File: src/rtl/fft8_pkg.sv
// fft8_pkg: shared constants, complex/frame types and flat-bus helpers for the 8-point FFT controller
package fft8_pkg;
  localparam int N = 8;
  localparam int DW = 16;
  localparam int FFT_LAT = 5;
  localparam int LOG2N = 3;
  localparam int FRAC_BITS = 12;
  typedef struct packed {
    logic signed [DW-1:0] re;
    logic signed [DW-1:0] im;
  } cplx_t;
  typedef cplx_t [N-1:0] frame_t;
  typedef enum logic [1:0] {LOAD, WAIT, UNLOAD} state_t;
  // Flat bus: element k real at [(2k)*DW +: DW], imag at [(2k+1)*DW +: DW]
  function automatic logic [N*2*DW-1:0] pack_frame(frame_t f);
    logic [N*2*DW-1:0] b;
    b = '0;
    for (int k = 0; k < N; k++) begin
      b[2*k*DW +: DW] = f[k].re;
      b[(2*k+1)*DW +: DW] = f[k].im;
    end
    return b;
  endfunction
  function automatic frame_t unpack_frame(logic [N*2*DW-1:0] b);
    frame_t f;
    for (int k = 0; k < N; k++) begin
      f[k].re = b[2*k*DW +: DW];
      f[k].im = b[(2*k+1)*DW +: DW];
    end
    return f;
  endfunction
  function automatic logic signed [DW-1:0] scale_bin(logic signed [DW-1:0] x);
    logic signed [DW:0] s;
    s = (DW+1)'(x) + (DW+1)'(4);
    s = s >>> LOG2N;
    return (s > (DW+1)'(2**(DW-1)-1)) ? {1'b0, {(DW-1){1'b1}}} : s[DW-1:0];
  endfunction
endpackage

File: src/rtl/fft8_frame_ctrl_if.sv
// fft8_frame_ctrl_if: sample-in and bin-out valid/ready streams of the FFT frame controller
interface fft8_frame_ctrl_if;
  import fft8_pkg::*;
  logic in_valid, in_ready, out_valid, out_ready, out_last;
  logic signed [DW-1:0] in_re, in_im, out_re, out_im;
  modport master (output in_valid, in_re, in_im, out_ready, input in_ready, out_valid, out_re, out_im, out_last);
  modport slave (input in_valid, in_re, in_im, out_ready, output in_ready, out_valid, out_re, out_im, out_last);
endinterface

File: src/rtl/fft8_frame_buf.sv
// fft8_frame_buf: N-entry complex register file with single-entry write, whole-frame load and indexed read
module fft8_frame_buf import fft8_pkg::*; (
  input  logic             clk,
  input  logic             reset,
  input  logic             we,
  input  logic [LOG2N-1:0] wa,
  input  cplx_t            wd,
  input  logic             ld,
  input  frame_t           ld_data,
  input  logic [LOG2N-1:0] ra,
  output cplx_t            rd,
  output frame_t           q
);
  always_ff @(posedge clk) begin
    if (reset) q <= '0;
    else if (ld) q <= ld_data;
    else if (we) q[wa] <= wd;
  end
  assign rd = q[ra];
endmodule

File: src/rtl/fft8_frame_ctrl.sv
// fft8_frame_ctrl: frames 8 streamed samples into the FFT core and streams its bins back out; FFT_CTRL_SCALE_EN scales bins by 1/8
module fft8_frame_ctrl import fft8_pkg::*; (
  input  logic              clk,
  input  logic              reset,
  fft8_frame_ctrl_if.slave  s,
  output logic [N*2*DW-1:0] fft_x,
  input  logic [N*2*DW-1:0] fft_y,
  output logic              busy
);
  if (N != 8) begin : g_n_check
    $error("fft8_frame_ctrl supports N=8 only");
  end
  state_t state;
  logic [LOG2N-1:0] idx;
  logic [2:0] lat;
  logic in_xfer, out_xfer, cap;
  cplx_t in_c, rd, unused_in_rd;
  frame_t in_q, load_f, cap_f, unused_res_q;
  assign in_c = '{re: s.in_re, im: s.in_im};
  assign s.in_ready = state == LOAD && !reset;
  assign s.out_valid = state == UNLOAD;
  assign s.out_re = s.out_valid ? rd.re : '0;
  assign s.out_im = s.out_valid ? rd.im : '0;
  assign s.out_last = s.out_valid && idx == LOG2N'(N - 1);
  assign busy = state != LOAD;
  assign in_xfer = s.in_valid && s.in_ready;
  assign out_xfer = s.out_valid && s.out_ready;
  assign cap = state == WAIT && lat == 3'(FFT_LAT);
  // The last sample is merged in so fft_x updates on the same edge it arrives
  always_comb begin
    load_f = in_q;
    load_f[idx] = in_c;
  end
`ifdef FFT_CTRL_SCALE_EN
  frame_t y_f;
  always_comb begin
    y_f = unpack_frame(fft_y);
    for (int k = 0; k < N; k++) cap_f[k] = '{re: scale_bin(y_f[k].re), im: scale_bin(y_f[k].im)};
  end
`else
  assign cap_f = unpack_frame(fft_y);
`endif
  fft8_frame_buf u_in (
    .clk(clk), .reset(reset), .we(in_xfer), .wa(idx), .wd(in_c),
    .ld(1'b0), .ld_data('0), .ra(idx), .rd(unused_in_rd), .q(in_q)
  );
  fft8_frame_buf u_res (
    .clk(clk), .reset(reset), .we(1'b0), .wa('0), .wd('0),
    .ld(cap), .ld_data(cap_f), .ra(idx), .rd(rd), .q(unused_res_q)
  );
  always_ff @(posedge clk) begin
    if (reset) begin
      state <= LOAD;
      idx <= '0;
      lat <= '0;
      fft_x <= '0;
    end else begin
      unique case (state)
        LOAD: if (in_xfer) begin
          idx <= idx + 1'b1;
          if (idx == LOG2N'(N - 1)) begin
            fft_x <= pack_frame(load_f);
            state <= WAIT;
          end
        end
        WAIT: begin
          lat <= cap ? '0 : lat + 1'b1;
          if (cap) state <= UNLOAD;
        end
        UNLOAD: if (out_xfer) begin
          idx <= idx + 1'b1;
          if (idx == LOG2N'(N - 1)) state <= LOAD;
        end
        default: state <= LOAD;
      endcase
    end
  end
endmodule

File: src/flat_wrapper.sv
// flat-port wrapper written by rule: the top's interface ports become plain ports
module fft8_frame_ctrl_flat import fft8_pkg::*;
  (clk, reset, fft_x, fft_y, busy, s_in_valid, s_in_re, s_in_im, s_out_ready, s_in_ready, s_out_valid, s_out_re, s_out_im, s_out_last);
  fft8_frame_ctrl_if s_i ();
  input  logic clk;
  input  logic reset;
  output logic [N*2*DW-1:0] fft_x;
  input  logic [N*2*DW-1:0] fft_y;
  output logic busy;
  input wire logic [$bits(s_i.in_valid)-1:0] s_in_valid;
  input wire logic [$bits(s_i.in_re)-1:0] s_in_re;
  input wire logic [$bits(s_i.in_im)-1:0] s_in_im;
  input wire logic [$bits(s_i.out_ready)-1:0] s_out_ready;
  output wire logic [$bits(s_i.in_ready)-1:0] s_in_ready;
  output wire logic [$bits(s_i.out_valid)-1:0] s_out_valid;
  output wire logic [$bits(s_i.out_re)-1:0] s_out_re;
  output wire logic [$bits(s_i.out_im)-1:0] s_out_im;
  output wire logic [$bits(s_i.out_last)-1:0] s_out_last;
  assign s_i.in_valid = s_in_valid;
  assign s_i.in_re = s_in_re;
  assign s_i.in_im = s_in_im;
  assign s_i.out_ready = s_out_ready;
  assign s_in_ready = s_i.in_ready;
  assign s_out_valid = s_i.out_valid;
  assign s_out_re = s_i.out_re;
  assign s_out_im = s_i.out_im;
  assign s_out_last = s_i.out_last;
  fft8_frame_ctrl u_core (.clk(clk), .reset(reset), .s(s_i), .fft_x(fft_x), .fft_y(fft_y), .busy(busy));
endmodule
File: config.mk
export PLATFORM = sky130hd
export DESIGN_NAME = fft8_frame_ctrl_flat
export DESIGN_NICKNAME = d
export VERILOG_FILES = /design/src/rtl/fft8_pkg.sv /design/src/rtl/fft8_frame_ctrl_if.sv /design/src/rtl/fft8_frame_buf.sv /design/src/rtl/fft8_frame_ctrl.sv /design/src/flat_wrapper.sv
export SDC_FILE = /design/constraint.sdc
export NUM_CORES = 1
export LEC_CHECK = 0
export CAP_MARGIN = 5
export CORE_MARGIN = 5
export CORE_UTILIZATION = 48
export DETAILED_ROUTE_END_ITERATION = 16
export PLACE_DENSITY = 0.81
export SLEW_MARGIN = 5
export SYNTH_ARGS = -nofsm -noshare
export SYNTH_HDL_FRONTEND = slang
export SYNTH_SLANG_ARGS = --single-unit
File: constraint.sdc
create_clock -name clk -period 4.6 [get_ports clk]
set_clock_uncertainty 0.1 [all_clocks]
set_input_delay 0.69 -clock clk [delete_from_list [all_inputs] [get_ports clk]]
set_output_delay 0.69 -clock clk [all_outputs]
set_load 0.03 [all_outputs]
[After elaboration in Yosys (flattened, before gate mapping)]
Index checks and enable logic that the tools add are counted.
Storage, ports and cells
  flip-flop bits (word level): 776
  output and inout bits: 292
Cells by class
  order comparisons: 2
  reductions and logical operators: 13
  mux-type cells: 17
  $add $sub $neg: 2
  equal/unequal tests: 9
Operators with widths (number)
  $bwmux 256: 1
  $bmux 32 s3: 1
  $demux 32 s3: 1
  $mux 32: 2
  $mux 16: 2
  $mux 2: 5
  $mux 3: 3
  $add 3x1->3 const B: 2
  $eq 3x3->1 const B: 2
  $logic_and 1x1->1: 6
  $ne 2x2->1 const B: 3
  $pmux 2 s3: 1
  $pmux 3 s2: 1
  $reduce_and 3->1: 2
  $reduce_and 5->1: 1
  $lt 3x4->1 const B: 1
  $ne 2x1->1 const B: 2
  $reduce_bool 2->1: 2
  $ge 3x1->1 const B: 1
  $eq 2x1->1 const B: 1
  $eq 2x2->1 const B: 1
  $logic_not 2->1: 1
  $logic_not 1->1: 1

[Depth between registers and ports, before layout]
  depth in word-level cells: 5
  depth in mapped cells: 9
  mapped depth without buffers: 6

[Modules after synthesis]
Synthesis repeated with hierarchy kept, for this count alone.
Second synthesis, totals
  cells, all modules: 4213
  area total of the unflattened synthesis: 41633.7 um^2
Modules (own cells, without submodules)
  fft8_frame_buf: times used 2, sequential area each 5124.9 um^2, cells each 1457, area an instance 14094.8 um^2
  fft8_frame_ctrl: times used 1, sequential area each 5285.1 um^2, cells each 1299, area an instance 13444.1 um^2

[Least setup slack after synthesis]
Ideal clock, no wire load.
  path type: reg-to-output
  start point: register u_core.idx[0]
  end point: output port s_out_re[14]
  data arrival time: 2081 ps
  setup slack: 1729 ps
  data required time: 3810 ps
  path buffers: 4
  stages on the path, launching flop included: 8
  cells stage by stage: dfxtp_1 buf_2 buf_2 buf_4 buf_2 a21oi_1 a211o_1 a31oi_1
On the way
  cells in the longest elaborated chain, start to end: 3
Ends and longest elaborated chain
  start: declaration: RTL line fft8_frame_ctrl.sv:14  | logic [LOG2N-1:0] idx;
  start signal: assignment: RTL line fft8_frame_ctrl.sv:60  | idx <= idx + 1'b1;
  start signal: assignment: RTL line fft8_frame_ctrl.sv:71  | idx <= idx + 1'b1;
  $bmux 32 s3: RTL line fft8_frame_buf.sv:19  | assign rd = q[ra];
  $mux 32 (not written as such): RTL line fft8_frame_buf.sv:19
  $mux 16: RTL line fft8_frame_ctrl.sv:22  | assign s.out_re = s.out_valid ? rd.re : '0;
  end: declaration: RTL line flat_wrapper.sv:16  | output wire logic [$bits(s_i.out_re)-1:0] s_out_re;
Every way passes these cells. The select of a mux whose other input is x is not followed.

[Final worst setup path]
  start point: register u_core.idx[0]
  end point: output port s_out_re[5]
The elaborated chain is that of the path after synthesis.

==> flow_summary_export.csv <==
group,metric,value,unit
sta,rsz0062_at_grt,"false",
clock_tree,cts_setup_buffers,0,
sta,drv_slew,0,
sta,period_needed,4235,ps
routing,routed-via-count,29830,
setup_path,worstPathArrival,3440,ps
layout,final_util,61.38,%
clock_tree,cts_tree,"built",
die,initial_core_util,48.18,%
clock_tree,cts_hold_buf,0,
layout,regArea,15550,um^2
synth,synth_seq_area_share,48.18,%
layout,layout.nets,4553,
layout,fillers,5640,
clock_tree,clock_sinks,776,
placement,postPlaceCellArea,38340,um^2
setup_path,crit_required,3810,ps
layout,fin_area,41070,um^2
min_path,hp-class,"reg -> reg",
setup_path,cp_num_buf_inv,2,
sta,fin_crit_sh,92.06,%
die,core-area,66920,um^2
power_and_ir_drop,leakagePower,0.01291,uW
die,io_pins,584,
synth,syn_nets,4197,
setup_path,critical_path.cell_chain,"nor2b_4, buf_4, a221oi_1, nor2_1, o21a_1, clkdlybuf4s50_1",
run_status,outcome,"completed",
clock_tree,postCtsResizedCells,0,
sta,relSlewSlack,13.16,%
synth,async_reset_ff_share,0,%
die,dieWidth,269.2,um
grt,grt_pass1_vias,27840,
clock_tree,clk_pin_slew,60,ps
synth,netlist_area,32240,um^2
power_and_ir_drop,p_per_area,350.7,nW/um^2
clock_tree,cts_buffer_depth,3,
power_and_ir_drop,ir_drop,0.2433,mV
routing,ant_nets,0,
placement,io_buffers,583,
setup_path,max_stage_delay,740,ps
setup_path,crit_path_max_fanout,44,
setup_path,end_kind,"output pin",
setup_path,path_delay_family,"buffers and inverters",
die,fp.dieH,269.2,um
synth,synth_cells,3901,
grt,grt.overflow.total,0,
synth,syn_avg_cell_area,8.265,um^2
routing,drt-total-wl,114.2,mm
run,cap_violations,0,
power_and_ir_drop,power,14400,uW
grt,grt_max_degree,276,
layout,drive_above_1_share,7.040,%
clock_tree,cts_buffers,80,
sta,finalSetupViolCount,0,
routing,drt_iter0_drc,3721,
grt,globalRouteTotalUtil,29.71,%
sta,fmax,236.1,MHz
placement,place_hpwl,77.22,mm
sta,fin_hold_ws,353.3,ps
synth,synth_top_flop_cell,"dfxtp_1",
routing,vias_per_cell,5.744,
clock_tree,clkLatencyLatePin,620,ps
clock_tree,cts_max_level,3,
grt,grt_antenna_before_repair,6,
die,rows,95,
layout,multi_input_area,14940,um^2
sta,finalHoldViolCount,0,
placement,place_congestion,0.9641,
clock_tree,root_buffer,"clkbuf_16",
routing,drcViolationCount,0,
synth,post_synth_num_cell_types,49,
routing,firstDrtPassIters,6,
sta,worst_pin_slew,1298,ps
setup_path,cp-start-kind,"register",
synth,ys_ff_latch,776,
sta,setup_tns,0,ps
setup_path,crit_path_top_delay_cell,"dfxtp_4",
synth,ys_warn_count,0,
synth,synth-edff-count,0,
setup_path,worstSetupPathType,"reg -> out",
routing,wl_per_cell,21.99,um
layout,area_delta_synth_final,27.39,%
die,die_area,72460,um^2
grt,grt_pass1_wl,169.5,mm
per-layer routing:
layer / part of all wire, % / wire [um] / GRT usage [%]
met1: 37 / 42690 / 35.99
met2: 46 / 52490 / 48.52
met3: 9.3 / 10590 / 5.939
met4: 7.4 / 8415 / 19.02
met5: 0 / 0 / 0
cell usage after synthesis, drive strengths merged, types with 2 or more instances:
master	instances	share of area, %
inv	4	0.047
mux4	26	1.8
a211oi	128	3.0
a221oi	18	0.49
a21oi	286	4.4
nor2b	8	0.16
dfxtp	776	48
o21a	7	0.16
nand3	134	2.1
a31o	2	0.054
nor3b	3	0.070
nand2	932	11
a221o	2	0.062
a22o	4	0.11
a32oi	2	0.054
or2	4	0.078
a311oi	128	3.5
ha	4	0.16
mux2i	145	4.5
a31oi	6	0.12
clkbuf	233	2.7
o22ai	5	0.097
nand3b	4	0.093
o21ai	261	4.1
nand2b	262	5.1
nor3	5	0.16
a22oi	15	0.35
nor2	286	3.4
mux2	19	0.66
a211o	2	0.054
or3b	2	0.054
a21o	3	0.070
buf	171	3.0
and2	5	0.097
layout by cell type, fill, tap and decap left out, types with 128 or more instances in the layout:
master	n
nand2_1	932
dfxtp_1	773
clkdlybuf4s50_1	576
a21oi_1	286
nor2_1	280
nand2b_1	262
o21ai_0	261
mux2i_1	145
nand3_1	134
a311oi_1	128
a211oi_1	128
state kept, by name, summed over array words and instances (netlist names):
name and count:
u_core.idx 3, u_core.u_res.q 256, u_core.fft_x 256, u_core.state 2
u_core.lat 3, u_core.u_in.q 256
area by class of cell:
class,count,area share (%)
diodes,2,0.01219
clock buffers,112,5.611
clock inverters,31,1.039
inverters,5,0.04569
multi-input cells,2716,36.38
flip-flops and latches,776,37.85
well taps,873,2.659
repair buffers,678,16.41
report_power, final:
| part | leakage, uW | switching, uW | internal, uW |
|---|---|---|---|
| registers | 0.00626 | 40.1 | 6760 |
| clock network | 0.00135 | 2760 | 3970 |
| logic | 0.00530 | 476 | 395 |
metrics by stage:
| step | std cells | setup slack, ps |
|---|---|---|
| after global routing | 5193 | 220.2 |
| after CTS | 5191 | 352.0 |
| final | 5193 | 365.1 |
| after floorplan | 3901 | 1729 |
| after global placement | 5048 | 1007 |
| after detailed placement | 5048 | 1010 |
worst register-to-register path: cells and delay by family (launching register included):
| family | cells | cell delay [ps] |
|---|---|---|
| simple gates | 2 | 580 |
| fa+ha+maj | 2 | 550 |
| flops | 1 | 620 |
| buf+inv | 3 | 1270 |
| compound gates | 1 | 310 |
kinds of logic after synthesis:
logic type               Yosys count  share of synthesized area (%)
multiplexers                     190                          6.981
AND/OR/NAND/NOR                 1648                          22.20
XOR/XNOR                           1                        0.02717
flip-flops                       776                          48.18
buffers and inverters            409                          5.767
adder cells (fa/ha/maj)            4                         0.1552
AO/OA/AOI/OAI                    873                          16.69
final timing paths:
check | startpoint | endpoint | slack, ps | cells past startpoint
worst min register to register | u_core.u_res.q[41] | u_core.u_res.q[41] | 350 | 2
worst max register to register | u_core.idx[1] | u_core.fft_x[203] | 1080 | 8
worst min-delay path | u_core.u_res.q[41] | u_core.u_res.q[41] | 350 | 2
worst max-delay path | u_core.idx[0] | s_out_re[5] | 370 | 6
(Power assumes the default switching activity.)
